**config.mk**
```make
export PLATFORM = sky130hd
export DESIGN_NAME = hyperbus_phy_seq
export DESIGN_NICKNAME = d
export VERILOG_FILES = /design/src/rtl/hyperbus_phy_seq.sv
export SDC_FILE = /design/constraint.sdc
export NUM_CORES = 1
export LEC_CHECK = 0
export BUFFER_PORTS_ARGS = -buffer_cell sky130_fd_sc_hd__buf_2
export CAP_MARGIN = 20
export CORE_MARGIN = 3
export CORE_UTILIZATION = 55
export CTS_BUF_LIST = sky130_fd_sc_hd__clkbuf_4
export CTS_CLUSTER_DIAMETER = 200
export CTS_CLUSTER_SIZE = 25
export DETAILED_ROUTE_END_ITERATION = 8
export HOLD_SLACK_MARGIN = 0.12
export MAX_ROUTING_LAYER = met4
export PLACE_DENSITY = 0.95
export SETUP_SLACK_MARGIN = 0.15
export SLEW_MARGIN = 20
export SYNTH_ARGS = -nofsm -noshare
export SYNTH_HDL_FRONTEND = slang
export SYNTH_SLANG_ARGS = --single-unit
```
**constraint.sdc**
```tcl
create_clock -name clk_i -period 5.9 [get_ports clk_i]
set_clock_uncertainty 0.05 [all_clocks]
set_input_delay 0.59 -clock clk_i [delete_from_list [all_inputs] [get_ports clk_i]]
set_output_delay 0.59 -clock clk_i [all_outputs]
set_load 0.01 [all_outputs]
```
**src/rtl/hyperbus_phy_seq.sv**
```systemverilog
// HyperBus PHY transaction sequencer: emits CA words, initial latency, write/read data phases and CS hold.
// Optional READ watchdog is compiled in with HYPERBUS_PHY_SEQ_TIMEOUT_EN.
module hyperbus_phy_seq #(
    parameter int NumChips   = 2,
    parameter int BurstWidth = 8
) (
    input  logic                  clk_i,
    input  logic                  rst_i,
    input  logic [3:0]            cfg_latency_i,
    input  logic                  tf_valid_i,
    output logic                  tf_ready_o,
    input  logic                  tf_write_i,
    input  logic                  tf_reg_i,
    input  logic [31:0]           tf_addr_i,
    input  logic [BurstWidth-1:0] tf_len_i,
    input  logic [NumChips-1:0]   tf_cs_i,
    input  logic [15:0]           wdata_i,
    input  logic [1:0]            wstrb_i,
    input  logic                  wdata_valid_i,
    output logic                  wdata_ready_o,
    output logic [15:0]           rdata_o,
    output logic                  rdata_valid_o,
    input  logic                  rdata_ready_i,
    output logic                  done_o,
    output logic                  err_o,
    output logic [NumChips-1:0]   cs_o,
    output logic                  cs_ena_o,
    output logic                  rwds_sample_ena_o,
    input  logic                  rwds_sample_i,
    output logic                  tx_clk_ena_o,
    output logic [15:0]           tx_data_o,
    output logic                  tx_data_oe_o,
    output logic [1:0]            tx_rwds_o,
    output logic                  tx_rwds_oe_o,
    output logic                  rx_clk_set_o,
    output logic                  rx_clk_reset_o,
    input  logic [15:0]           rx_data_i,
    input  logic                  rx_valid_i,
    output logic                  rx_ready_o
);

    typedef enum logic [3:0] {
        IDLE, CA0, CA1, CA2, WAIT, WRITE, READ, HOLD0, HOLD1
    } state_t;

    state_t                state_reg, state_next;
    logic                  write_reg, write_next;
    logic                  regsp_reg, regsp_next;
    logic [31:0]           addr_reg, addr_next;
    logic [BurstWidth-1:0] len_reg, len_next;
    logic [NumChips-1:0]   cs_reg, cs_next;
    logic [3:0]            lat_reg, lat_next;
    logic                  x_reg, x_next;
    logic [4:0]            wait_cnt_reg, wait_cnt_next;
    logic [BurstWidth:0]   word_cnt_reg, word_cnt_next;
    logic                  first_read_reg, first_read_next;
`ifdef HYPERBUS_PHY_SEQ_TIMEOUT_EN
    logic [7:0]            to_cnt_reg, to_cnt_next;
    logic                  err_reg, err_next;
`endif

    logic [47:0] ca_word;
    logic [4:0]  lat_eff;
    logic [4:0]  wait_cycles;
    logic        word_done;
    logic        cs_active;
    state_t      data_state;

    assign ca_word     = {~write_reg, regsp_reg, 1'b1, addr_reg[31:3], 13'd0, addr_reg[2:0]};
    assign lat_eff     = (lat_reg < 4'd3) ? 5'd3 : {1'b0, lat_reg};
    // CA takes three of the L clocks, so the remaining latency is (L or 2L) - 3.
    assign wait_cycles = x_reg ? (lat_eff + lat_eff - 5'd3) : (lat_eff - 5'd3);
    assign word_done   = (word_cnt_reg == {1'b0, len_reg});
    assign data_state  = write_reg ? WRITE : READ;
    assign cs_active   = (state_reg != IDLE) && (state_reg != HOLD1);

    generate
        for (genvar gi = 0; gi < NumChips; gi++) begin : g_cs
            assign cs_o[gi] = cs_reg[gi] & cs_active;
        end
    endgenerate

    always_ff @(posedge clk_i) begin
        if (rst_i) begin
            state_reg      <= IDLE;
            write_reg      <= 1'b0;
            regsp_reg      <= 1'b0;
            addr_reg       <= '0;
            len_reg        <= '0;
            cs_reg         <= '0;
            lat_reg        <= '0;
            x_reg          <= 1'b0;
            wait_cnt_reg   <= '0;
            word_cnt_reg   <= '0;
            first_read_reg <= 1'b0;
`ifdef HYPERBUS_PHY_SEQ_TIMEOUT_EN
            to_cnt_reg     <= '0;
            err_reg        <= 1'b0;
`endif
        end else begin
            state_reg      <= state_next;
            write_reg      <= write_next;
            regsp_reg      <= regsp_next;
            addr_reg       <= addr_next;
            len_reg        <= len_next;
            cs_reg         <= cs_next;
            lat_reg        <= lat_next;
            x_reg          <= x_next;
            wait_cnt_reg   <= wait_cnt_next;
            word_cnt_reg   <= word_cnt_next;
            first_read_reg <= first_read_next;
`ifdef HYPERBUS_PHY_SEQ_TIMEOUT_EN
            to_cnt_reg     <= to_cnt_next;
            err_reg        <= err_next;
`endif
        end
    end

    always_comb begin
        state_next        = state_reg;
        write_next        = write_reg;
        regsp_next        = regsp_reg;
        addr_next         = addr_reg;
        len_next          = len_reg;
        cs_next           = cs_reg;
        lat_next          = lat_reg;
        x_next            = x_reg;
        wait_cnt_next     = wait_cnt_reg;
        word_cnt_next     = word_cnt_reg;
        first_read_next   = first_read_reg;
`ifdef HYPERBUS_PHY_SEQ_TIMEOUT_EN
        to_cnt_next       = to_cnt_reg;
        err_next          = err_reg;
`endif
        tf_ready_o        = 1'b0;
        wdata_ready_o     = 1'b0;
        rdata_o           = 16'd0;
        rdata_valid_o     = 1'b0;
        done_o            = 1'b0;
        err_o             = 1'b0;
        cs_ena_o          = 1'b0;
        rwds_sample_ena_o = 1'b0;
        tx_clk_ena_o      = 1'b0;
        tx_data_o         = 16'd0;
        tx_data_oe_o      = 1'b0;
        tx_rwds_o         = 2'b00;
        tx_rwds_oe_o      = 1'b0;
        rx_clk_set_o      = 1'b0;
        rx_clk_reset_o    = 1'b0;
        rx_ready_o        = 1'b0;

        case (state_reg)
            IDLE: begin
                tf_ready_o = ~rst_i;
                if (tf_valid_i) begin
                    write_next    = tf_write_i;
                    regsp_next    = tf_reg_i;
                    addr_next     = tf_addr_i;
                    len_next      = tf_len_i;
                    cs_next       = tf_cs_i;
                    lat_next      = cfg_latency_i;
                    word_cnt_next = '0;
`ifdef HYPERBUS_PHY_SEQ_TIMEOUT_EN
                    err_next      = 1'b0;
`endif
                    state_next    = CA0;
                end
            end
            CA0, CA1, CA2: begin
                cs_ena_o     = 1'b1;
                tx_clk_ena_o = 1'b1;
                tx_data_oe_o = 1'b1;
                if (state_reg == CA0) begin
                    tx_data_o = ca_word[47:32];
                    state_next = CA1;
                end else if (state_reg == CA1) begin
                    tx_data_o         = ca_word[31:16];
                    rwds_sample_ena_o = 1'b1;
                    x_next            = rwds_sample_i;
                    state_next        = CA2;
                end else begin
                    tx_data_o       = ca_word[15:0];
                    first_read_next = 1'b1;
`ifdef HYPERBUS_PHY_SEQ_TIMEOUT_EN
                    to_cnt_next     = '0;
`endif
                    if (write_reg && regsp_reg) begin
                        state_next = WRITE;
                    end else if (wait_cycles == 5'd0) begin
                        state_next = data_state;
                    end else begin
                        wait_cnt_next = wait_cycles;
                        state_next    = WAIT;
                    end
                end
            end
            WAIT: begin
                cs_ena_o     = 1'b1;
                tx_clk_ena_o = 1'b1;
                if (wait_cnt_reg == 5'd1) begin
                    state_next = data_state;
                end else begin
                    wait_cnt_next = wait_cnt_reg - 5'd1;
                end
            end
            WRITE: begin
                cs_ena_o     = 1'b1;
                tx_clk_ena_o = 1'b1;
                tx_data_oe_o = 1'b1;
                tx_rwds_oe_o = ~regsp_reg;
                if (wdata_valid_i) begin
                    wdata_ready_o = 1'b1;
                    tx_data_o     = wdata_i;
                    tx_rwds_o     = ~wstrb_i;
                    if (word_done) state_next = HOLD0;
                    else           word_cnt_next = word_cnt_reg + 1'b1;
                end else begin
                    tx_rwds_o = 2'b11;
                end
            end
            READ: begin
                cs_ena_o        = 1'b1;
                tx_clk_ena_o    = 1'b1;
                rx_clk_set_o    = first_read_reg;
                first_read_next = 1'b0;
                rx_ready_o      = rdata_ready_i;
                rdata_o         = rx_data_i;
                rdata_valid_o   = rx_valid_i;
                if (rx_valid_i && rdata_ready_i) begin
                    if (word_done) state_next = HOLD0;
                    else           word_cnt_next = word_cnt_reg + 1'b1;
                end
`ifdef HYPERBUS_PHY_SEQ_TIMEOUT_EN
                // The 255th consecutive cycle without rx_valid_i abandons the burst.
                if (rx_valid_i) begin
                    to_cnt_next = '0;
                end else if (to_cnt_reg == 8'd254) begin
                    err_next   = 1'b1;
                    state_next = HOLD0;
                end else begin
                    to_cnt_next = to_cnt_reg + 8'd1;
                end
`endif
            end
            HOLD0: begin
                cs_ena_o       = 1'b1;
                rx_clk_reset_o = 1'b1;
                state_next     = HOLD1;
            end
            HOLD1: begin
                done_o     = 1'b1;
`ifdef HYPERBUS_PHY_SEQ_TIMEOUT_EN
                err_o      = err_reg;
`endif
                state_next = IDLE;
            end
            default: state_next = IDLE;
        endcase
    end

endmodule

```
==> results_dict.tcl, run 1 <==
set metrics [dict create \
    gr-total-overflow 0 \
    drc 0 \
    dieHeight_um 89.1 \
    post_cts_resize_count 0 \
    critPathMaxStageDelay_ns 0.89 \
    path_max_fanout 24 \
    initial_utilization_pct 58.2 \
    ctsHoldBuffers 0 \
    synth-seq-cells 68 \
    fin_tns_setup_ns 0 \
    syn_area_sq_um 3800 \
    grt_pass1_wl_um 16500 \
    hold_violations 0 \
    via_count 4085 \
    syn-num-nets 604 \
    largest_reg_flops 32 \
    post_cts_buffers 0 \
    core_area_sq_um 6530 \
    seq_area_frac_synth_pct 35.8 \
    min_to "addr_reg[7]" \
    gp_congestion 0.911 \
    fin_crit_ns 3.62 \
    io_buffers 136 \
    hold_path.class "in -> reg" \
    synth_top_flop_cell "dfxtp_1" \
    synth_area_per_cell_sq_um 7.47 \
    yosysUniqueCellTypes 57 \
    slew_violations 0 \
    met1Wirelength_um 4290 \
    fmax_mhz 277 \
    ys_async_sr_fraction_pct 0 \
    cp-start-kind "flop" \
    cts_max_level 3 \
    status "complete, no violations" \
    crit_path_end_kind "output port" \
    nets 716 \
    multi_input_area_sq_um 2210 \
    worstMarginPinSlew_ns 1.08 \
    synth_top_cell_by_area "dfxtp_1" \
    route.met2.wl_um 5050 \
    drv_cap 0 \
    fp.dieW_um 89.1 \
    n_antenna_cell 0 \
    crit_arrival_ns 2.98 \
    numCtsBuffers 9 \
    area.growth.synth_to_final_pct 19.6 \
    relSlewSlack_pct 27.8 \
    dieArea_sq_um 7940 \
    final_cell_count_no_fill 702 \
    drt-total-wl_um 10600 \
    min_path_cells 3 \
    grtUsageTotal_pct 27.0 \
    power_density_nw_per_um2 342 \
    ios 138 \
    synthTopCellsByArea "dfxtp_1 (36%), nand2_1 (11%), a21oi_1 (8.6%)" \
    worstHoldStart "tf_addr_i[7]" \
    reg2reg_depth 4 \
    clock_tree.buffer_depth 2 \
    ys.warnings.count 0 \
    drive_above_1_share_pct 27.5 \
    reg2reg_slack_ns 3.03 \
    setup_viol 0 \
    synth_edf_count 0 \
    crit_path_frequent_cell "nand2b_1" \
    rsz0062_at_grt "no" \
    grt_max_degree 63 \
    routed.top_layer "met4" \
    post-route-period-util_pct 61.3 \
    cts_tree "done" \
    fillCellCount 550 \
    ir_worst_vdd_v 0.000214 \
    clockRootBuffer "clkbuf_4" \
    worst_slack_ns 2.28 \
    post-route-util_pct 69.6 \
    antenna_found_initial 0 \
    drt_iter0_markers 291 \
    cts_sinks 68 \
    synth_top_area_share_pct 35.8 \
    placed_cells 687 \
    worstPathCellList "nand2b_1, nand2b_1, nor2_2, a222oi_1, inv_1, buf_2" \
    seq_area_sq_um 1360 \
    rows 29 \
    p_leak_nw 2.19 \
    post-place-ws_ns 2.52 \
    drtPass1Iterations 7 \
    grt_pass1_vias 3645 \
    path_clk_slew_ns 0.12 \
    cpMaxStageDelayCell "dfxtp_1" \
    drtAntennaViolNets 0 \
    worstSkewPairLatency_ns 0.42 \
    wl_per_cell_um 15.0 \
    crit_required_ns 5.26 \
    r2r-end "addr_reg[30]" \
    place_hpwl_um 7550 \
    crit_type "reg -> out" \
    met3_length_um 1040 \
    rr_startpoint "state_reg[0]" \
    netlist_instances 509 \
    vias_per_cell 5.82 \
]
power breakdown:
part           total, mW  switching, mW  internal, mW
Sequential         0.636         0.0943         0.542
Combinational      0.673          0.401         0.272
Clock              0.246          0.166        0.0799
Total               1.55          0.661         0.893
layout by cell type, fill, tap and decap left out, types with 3 or more instances in the layout:
master,count
or4_1,6
buf_2,136
nand4_1,3
nor3_2,3
a21oi_1,65
and2_1,4
o21ai_0,13
mux2i_1,3
a21boi_1,3
inv_1,20
ha_1,6
a222oi_1,11
clkbuf_4,9
o32ai_1,3
xor2_1,10
nand2_1,116
a21boi_0,4
nor2_1,28
nor2b_1,5
o31ai_1,3
nand3_1,6
a211oi_1,3
nand3b_1,3
mux2_2,5
nand2b_1,9
a31oi_1,4
buf_4,3
dfxtp_1,68
or3_1,3
a22oi_1,3
nor3_1,7
and3_1,22
routing by layer:
layer  global-route usage [%]  vias up
li1                         -     1994
met1                     33.5     1871
met2                     44.1      203
met3                     5.81       17
met4                     8.12        0
met5                        -        -
Yosys cell counts, types with 5 or more instances:
master / instances
a222oi_1: 11
a21oi_1: 65
or4_1: 6
buf_2: 7
nor3_1: 8
and3_1: 22
nor2_1: 30
xor2_1: 10
nand3_1: 7
ha_1: 6
mux2_2: 5
inv_1: 20
dfxtp_1: 68
clkbuf_1: 27
o21ai_0: 13
nand2b_1: 9
nor2b_1: 5
nand2_1: 116
critical path: cells and delay by family, from the launching register on:
family                 cells  cell delay (ns)
AND/OR/NAND/NOR            3             1.23
flip-flops                 1             0.89
buffers and inverters      2             0.27
AO/OA/AOI/OAI              1             0.19
stage by stage:
step / power, mW / hold slack (ns) / area (sq um)
floorplan: 1.13 / 0.382 / 3800
global route: 1.67 / 0.345 / 4540
global placement: 1.28 / 0.389 / 4440
CTS: 1.55 / 0.337 / 4540
finish: 1.55 / 0.345 / 4540
detailed placement: 1.31 / 0.396 / 4440
worst max path at each step:
stage | start | to | depth (start not counted)
floorplan | lat_reg[3] | wait_cnt_reg[2] | 8
global placement | state_reg[0] | tx_data_o[11] | 6
detailed placement | state_reg[0] | tx_data_o[14] | 6
CTS | state_reg[0] | tx_data_o[14] | 6
global route | state_reg[0] | tx_data_o[14] | 6
finish | state_reg[0] | tx_data_o[14] | 6
cells by family (layout without fill, tap and decap cells):
family	count (synthesis)	after routing	synth area share, %
compound gates	125	125	21.3
xor+xnor	11	11	2.54
fa+ha+maj	6	6	1.98
buf+inv	58	174	6.45
flops	68	68	35.8
mux	8	8	2.27
other cells	1	1	0.0987
simple gates	232	232	29.5
layout make-up:
type	instances	share of cell area (%)
Sequential cell	68	30.0
Tap cell	77	2.12
Clock inverter	6	0.716
Inverter	20	1.65
Timing Repair Buffer	139	15.5
Multi-Input combinational cell	383	48.6
Clock buffer	9	1.49
(Power assumes the default switching activity.)
==> run 2: changes to the inputs <==
--- a/config.mk
+++ b/config.mk
@@ -8,14 +8,14 @@
 export BUFFER_PORTS_ARGS = -buffer_cell sky130_fd_sc_hd__buf_2
 export CAP_MARGIN = 20
 export CORE_MARGIN = 3
-export CORE_UTILIZATION = 55
+export CORE_UTILIZATION = 47
 export CTS_BUF_LIST = sky130_fd_sc_hd__clkbuf_4
 export CTS_CLUSTER_DIAMETER = 200
 export CTS_CLUSTER_SIZE = 25
 export DETAILED_ROUTE_END_ITERATION = 8
 export HOLD_SLACK_MARGIN = 0.12
 export MAX_ROUTING_LAYER = met4
-export PLACE_DENSITY = 0.95
+export PLACE_DENSITY = 0.88
 export SETUP_SLACK_MARGIN = 0.15
 export SLEW_MARGIN = 20
 export SYNTH_ARGS = -nofsm -noshare
==> constraint.sdc (replaced) <==
create_clock -name clk_i -period 3.3 [get_ports clk_i]
set_clock_uncertainty 0.05 [all_clocks]
set_input_delay 0.33 -clock clk_i [delete_from_list [all_inputs] [get_ports clk_i]]
set_output_delay 0.33 -clock clk_i [all_outputs]
set_load 0.01 [all_outputs]
==> run 2 against run 1 <==
  * Sequential share of layout area is 3.7 points lower
  * Total power is 100% higher
  * Critical path depth is 1 higher
  * Highest routed layer unchanged
  * Worst setup slack worse by 1.9 ns
  * Die area is 16% higher
  * Hold slack worse by 0.21 ns
  * Routed wire length is 12% higher
  * Combinational power is 99% higher
  * Cell count is 11% higher
  * Via count is 6.8% higher
==> results_dict.tcl, run 2 (synthesized netlist as in run 1, its figures left out) <==
set metrics [dict create \
    status "complete, no violations" \
    antenna_found_initial 0 \
    crit_path_end_kind "output port" \
    drt_iter0_markers 470 \
    crit_arrival_ns 2.50 \
    numCtsBuffers 9 \
    power_mw 3.15 \
    clockRootBuffer "clkbuf_4" \
    ios 138 \
    dieHeight_um 95.9 \
    drive_above_1_share_pct 26.4 \
    layout_common_cells "buf_2 (136), nand2_1 (116), dfxtp_1 (68)" \
    gp_congestion 0.913 \
    vias_per_cell 5.59 \
    wl_per_cell_um 15.1 \
    nets 770 \
    ir_worst_vdd_v 0.000305 \
    fmax_mhz 347 \
    relSlewSlack_pct 53.8 \
    drtAntennaViolNets 0 \
    drv_cap 0 \
    cts_max_level 3 \
    grt_pass1_wl_um 18700 \
    worstSkewPairLatency_ns 0.42 \
    hold_path.class "in -> reg" \
    critPathMaxStageDelay_ns 0.79 \
    initial_utilization_pct 48.9 \
    slew_violations 0 \
    place_hpwl_um 8000 \
    fin_tns_setup_ns 0 \
    gr-total-overflow 0 \
    n_antenna_cell 0 \
    post_cts_buffers 0 \
    drt-total-wl_um 11800 \
    post-route-util_pct 66.7 \
    path_clk_slew_ns 0.11 \
    grt_max_degree 42 \
    clock_tree.buffer_depth 2 \
    grt_pass1_vias 4015 \
    crit_required_ns 2.92 \
    setup_viol 0 \
    cp-start-kind "flop" \
    fp.dieW_um 95.9 \
    area.growth.synth_to_final_pct 36.3 \
    rsz0062_at_grt "no" \
    path_max_fanout 20 \
    fin_crit_ns 2.88 \
    cpMaxStageDelayCell "dfxtp_1" \
    dieArea_sq_um 9200 \
    power_density_nw_per_um2 608 \
    crit_type "reg -> out" \
    largest_reg_flops 32 \
    cts_sinks 68 \
    core_area_sq_um 7770 \
    fillCellCount 624 \
    post-route-period-util_pct 87.3 \
    min_path_cells 3 \
    drc 0 \
    io_buffers 136 \
    via_count 4362 \
    layout_commonest_cell "buf_2" \
    p_leak_nw 2.46 \
    reg2reg_depth 8 \
    drtPass1Iterations 6 \
    worstPathCellList "nor2b_1, nand2b_1, nor2_1, buf_4, a222oi_1, inv_1, buf_2" \
    rows 32 \
    hold_violations 0 \
    cts_tree "done" \
    worstMarginPinSlew_ns 0.692 \
    grtUsageTotal_pct 26.1 \
]
-- run 2: cell count changes in the layout (fill, tap and decap cells not counted), sizes merged --
cell	previous run	this run
buf	139	145
bufinv	0	3
clkinv	4	2
clkinvlp	2	0
dlygate4sd3	0	48
inv	20	21
-- run 2: per-layer routing --
| metal | wire [um] | share of wire, % | vias up | global-route usage [%] |
|---|---|---|---|---|
| met5 | 0 | 0 | - | - |
| met4 | 333 | 2.8 | 0 | 12.0 |
| met3 | 920 | 7.8 | 36 | 3.99 |
| met2 | 5740 | 49 | 225 | 41.9 |
| met1 | 4830 | 41 | 1991 | 32.4 |
| li1 | - | - | 2110 | - |
-- run 2: path summary, 6_finish.rpt --
check                    end  slack, ns             start
min reg2reg     addr_reg[18]       0.41      addr_reg[18]
max            tx_data_o[14]       0.42      state_reg[1]
max reg2reg  wait_cnt_reg[2]       0.65        lat_reg[3]
min               lat_reg[3]       0.14  cfg_latency_i[3]
-- run 2: worst max-delay path, delay by kind of cell (launching register included) --
family / cells / cell delay [ns]
compound gates: 1 / 0.37
simple gates: 3 / 0.49
flops: 1 / 0.79
buf+inv: 3 / 0.45
-- run 2: cell type report --
class	instances	area [sq um]	area share, %
clock inverters	6	113	2.17
flip-flops and latches	68	1360	26.3
repair buffers	193	1230	23.7
clock buffers	9	67.6	1.30
well taps	102	128	2.46
multi-input cells	383	2200	42.6
inverters	20	75.1	1.45
-- run 2: report_power, final --
part	internal (mW)	total, mW	switching, mW	leakage, nW
logic	0.545	1.34	0.791	1.81
clock network	0.382	0.696	0.314	0.0964
registers	0.968	1.11	0.146	0.556
-- run 2: what timing repair did --
item	in CTS	in global routing
hold buffers	48	0
setup endpoints to repair	0	0
resized for setup	0	0
hold endpoints to repair	48	0
-- run 2: per-stage QoR --
step | worst slack [ns] | std cells | instance area, sq um | hold slack [ns]
after floorplan | 0.914 | 509 | 3800 | 0.382
after global placement | 0.901 | 718 | 4520 | 0.390
after detailed placement | 0.771 | 718 | 4520 | 0.396
after CTS | 0.510 | 781 | 5180 | 0.124
after global routing | 0.235 | 781 | 5180 | 0.139
final | 0.419 | 781 | 5180 | 0.136
==> run 3: changes to the inputs <==
--- a/config.mk
+++ b/config.mk
@@ -5,8 +5,8 @@
 export SDC_FILE = /design/constraint.sdc
 export NUM_CORES = 1
 export LEC_CHECK = 0
+export ABC_AREA = 1
 export BUFFER_PORTS_ARGS = -buffer_cell sky130_fd_sc_hd__buf_2
-export CAP_MARGIN = 20
 export CORE_MARGIN = 3
 export CORE_UTILIZATION = 47
 export CTS_BUF_LIST = sky130_fd_sc_hd__clkbuf_4
@@ -21,3 +21,4 @@
 export SYNTH_ARGS = -nofsm -noshare
 export SYNTH_HDL_FRONTEND = slang
 export SYNTH_SLANG_ARGS = --single-unit
+export TNS_END_PERCENT = 50
==> run 3 against run 2 <==
  * Hold slack better by 0.0053 ns
  * Critical path type unchanged
  * Final area down 5.2%
  * Non-clock buffer count decreased by 32
  * Sequential cell count did not move
  * Via count shrank 3.1%
  * Synthesized cell count rose by 12%
  * Combinational power is 23% higher
  * Fmax grew 7.4%
  * Sequential share of layout area is 1.4 points higher
  * Register-to-register slack improved by 0.52 ns
  * Critical endpoint is now tx_data_o[1]
  * Largest power group unchanged
  * Clock power shrank 15%
==> results_dict.tcl, run 3 <==
set metrics [dict create \
    p_comb_share_pct 48.3 \
    critPathMaxStageDelay_ns 0.53 \
    layout_common_cells "buf_2 (136), inv_1 (98), nand2_1 (95)" \
    core_area_sq_um 7770 \
    p_int_mw 1.86 \
    grtUsageTotal_pct 24.5 \
    crit_path_end_kind "output port" \
    path_max_fanout 23 \
    ys_async_sr_fraction_pct 0 \
    ys.warnings.count 0 \
    power_density_nw_per_um2 695 \
    post_cts_buffers 0 \
    synth_top_flop_cell "dfxtp_1" \
    cts_max_level 3 \
    switchingPower_mw 1.56 \
    clockRootBuffer "clkbuf_4" \
    gp_congestion 0.868 \
    grt_pass1_vias 3909 \
    syn_area_sq_um 3790 \
    crit_arrival_ns 2.30 \
    power_frac_seq_pct 34.3 \
    fmax_mhz 373 \
    nets 813 \
    drv_cap 0 \
    worstMarginPinSlew_ns 0.790 \
    path_clk_slew_ns 0.13 \
    worstSkewPairLatency_ns 0.43 \
    ios 138 \
    dieArea_sq_um 9190 \
    synthTopCellsByCount "inv_1 (98), nand2_1 (95), a21oi_1 (74)" \
    drive_above_1_share_pct 25.3 \
    hold_violations 0 \
    grt_max_degree 71 \
    layout_commonest_cell "buf_2" \
    rsz0062_at_grt "no" \
    cp-start-kind "flop" \
    ctsHoldBuffers 20 \
    post-synth-top-count-cell "inv_1" \
    yosysUniqueCellTypes 37 \
    ir_worst_vdd_v 0.000392 \
    slew_violations 0 \
    synth-seq-cells 68 \
    drc 0 \
    synth_edf_count 0 \
    fillCellCount 715 \
    placed_area_sq_um 4540 \
    drt_iter0_markers 199 \
    crit_required_ns 2.92 \
    setup_viol 0 \
    cpMaxStageDelayCell "dfxtp_1" \
    drtAntennaViolNets 0 \
    n_antenna_cell 0 \
    fin_crit_ns 2.68 \
    largest_reg_flops 32 \
    post_cts_resize_count 0 \
    rows 32 \
    switching_share_pct 45.6 \
    fp.dieW_um 95.9 \
    post-route-util_pct 63.2 \
    post-route-period-util_pct 81.3 \
    finalInstanceArea_sq_um 4910 \
    synth_top_area_share_pct 35.9 \
    fin_tns_setup_ns 0 \
    clock_tree.buffer_depth 2 \
    netlist_instances 571 \
    via_count 4226 \
    cts_tree "done" \
    worstPathCellList "inv_2, nor2_2, nand2_1, a211oi_1, o21ai_0, buf_2" \
    dieHeight_um 95.9 \
    clkPwrFrac_pct 17.4 \
    wl_per_cell_um 13.0 \
    vias_per_cell 5.12 \
    hold_path.class "in -> reg" \
    syn-num-nets 666 \
    drt-total-wl_um 10800 \
    gr-total-overflow 0 \
    synth_top_cell_by_area "dfxtp_1" \
    place_hpwl_um 7600 \
    crit_buf_inv 2 \
    cts_sinks 68 \
    relSlewSlack_pct 47.2 \
    grt_pass1_wl_um 17300 \
    critPathTopFamily "simple AND/OR/NAND/NOR gates" \
    antenna_found_initial 0 \
    synthTopCellsByArea "dfxtp_1 (36%), a21oi_1 (9.8%), inv_1 (9.7%)" \
    io_buffers 136 \
    status "complete, no violations" \
    crit_type "reg -> out" \
    initial_utilization_pct 48.9 \
    drtPass1Iterations 6 \
    area.growth.synth_to_final_pct 29.3 \
    seq_area_frac_synth_pct 35.9 \
    synth_area_per_cell_sq_um 6.65 \
    p_leak_nw 2.38 \
    numCtsBuffers 9 \
]
## run 3: power by group through the flow
stage	clock, mW	sequential (mW)	combinational (mW)
floorplan	0	1.15	1.18
global placement	0	1.18	1.56
detailed placement	0	1.19	1.61
CTS	0.603	1.17	1.63
global route	0.646	1.20	1.85
finish	0.593	1.17	1.65
## run 3: cell families (layout without fill, tap and decap cells)
group / Yosys count / in the layout / synth area share, %
XOR/XNOR: 6 / 6 / 1.38
AND/OR/NAND/NOR: 196 / 196 / 23.7
other: 1 / 1 / 0.0988
multiplexers: 1 / 1 / 0.264
flip-flops: 68 / 68 / 35.9
AO/OA/AOI/OAI: 161 / 161 / 23.1
buffers and inverters: 132 / 284 / 13.6
adder cells (fa/ha/maj): 6 / 6 / 1.98
## run 3: worst reg2reg max path: stages, from the launching register on
cell and delay (ns):
dfxtp_1 0.35, inv_1 0.17, nand2_1 0.12, nand2_1 0.12
ha_1 0.18, inv_1 0.04, nand2_1 0.08, nand2_1 0.06
nand2_1 0.05, nand2_1 0.07, nor2_1 0.20, nand3_1 0.13
nand3_2 0.18, o21ai_0 0.11, a21oi_1 0.17
## run 3: area by class of cell
type / count / area [sq um] / area share (%)
multi-input combinational: 371 / 1920 / 39.2
sequential: 68 / 1360 / 27.7
timing repair buffer: 161 / 936 / 19.1
inverter: 107 / 410 / 8.36
tap: 102 / 128 / 2.60
clock inverter: 7 / 81.3 / 1.66
clock buffer: 9 / 67.6 / 1.38
## run 3: path summary, 6_finish.rpt
kind,startpoint,to,slack [ns],cells past startpoint
worst min-delay path,tf_addr_i[16],addr_reg[16],0.14,3
worst min register to register,addr_reg[19],addr_reg[19],0.41,2
worst max register to register,lat_reg[2],wait_cnt_reg[4],1.17,14
worst max-delay path,state_reg[1],tx_data_o[1],0.62,6
## run 3: routing by layer
layer	share of wire [%]	GRT usage, %	routed length [um]
met2	50	41.3	5340
met4	1.1	7.23	119
met3	7.9	6.02	849
met5	0	-	0
met1	41	28.9	4450
## run 3: stage by stage
step	worst slack [ns]	cells	hold WS, ns	total power [mW]
global placement	1.22	787	0.385	2.73
global route	0.411	825	0.127	3.70
CTS	0.604	823	0.120	3.41
floorplan	1.52	571	0.342	2.33
finish	0.617	825	0.142	3.41
detailed placement	1.12	787	0.389	2.79
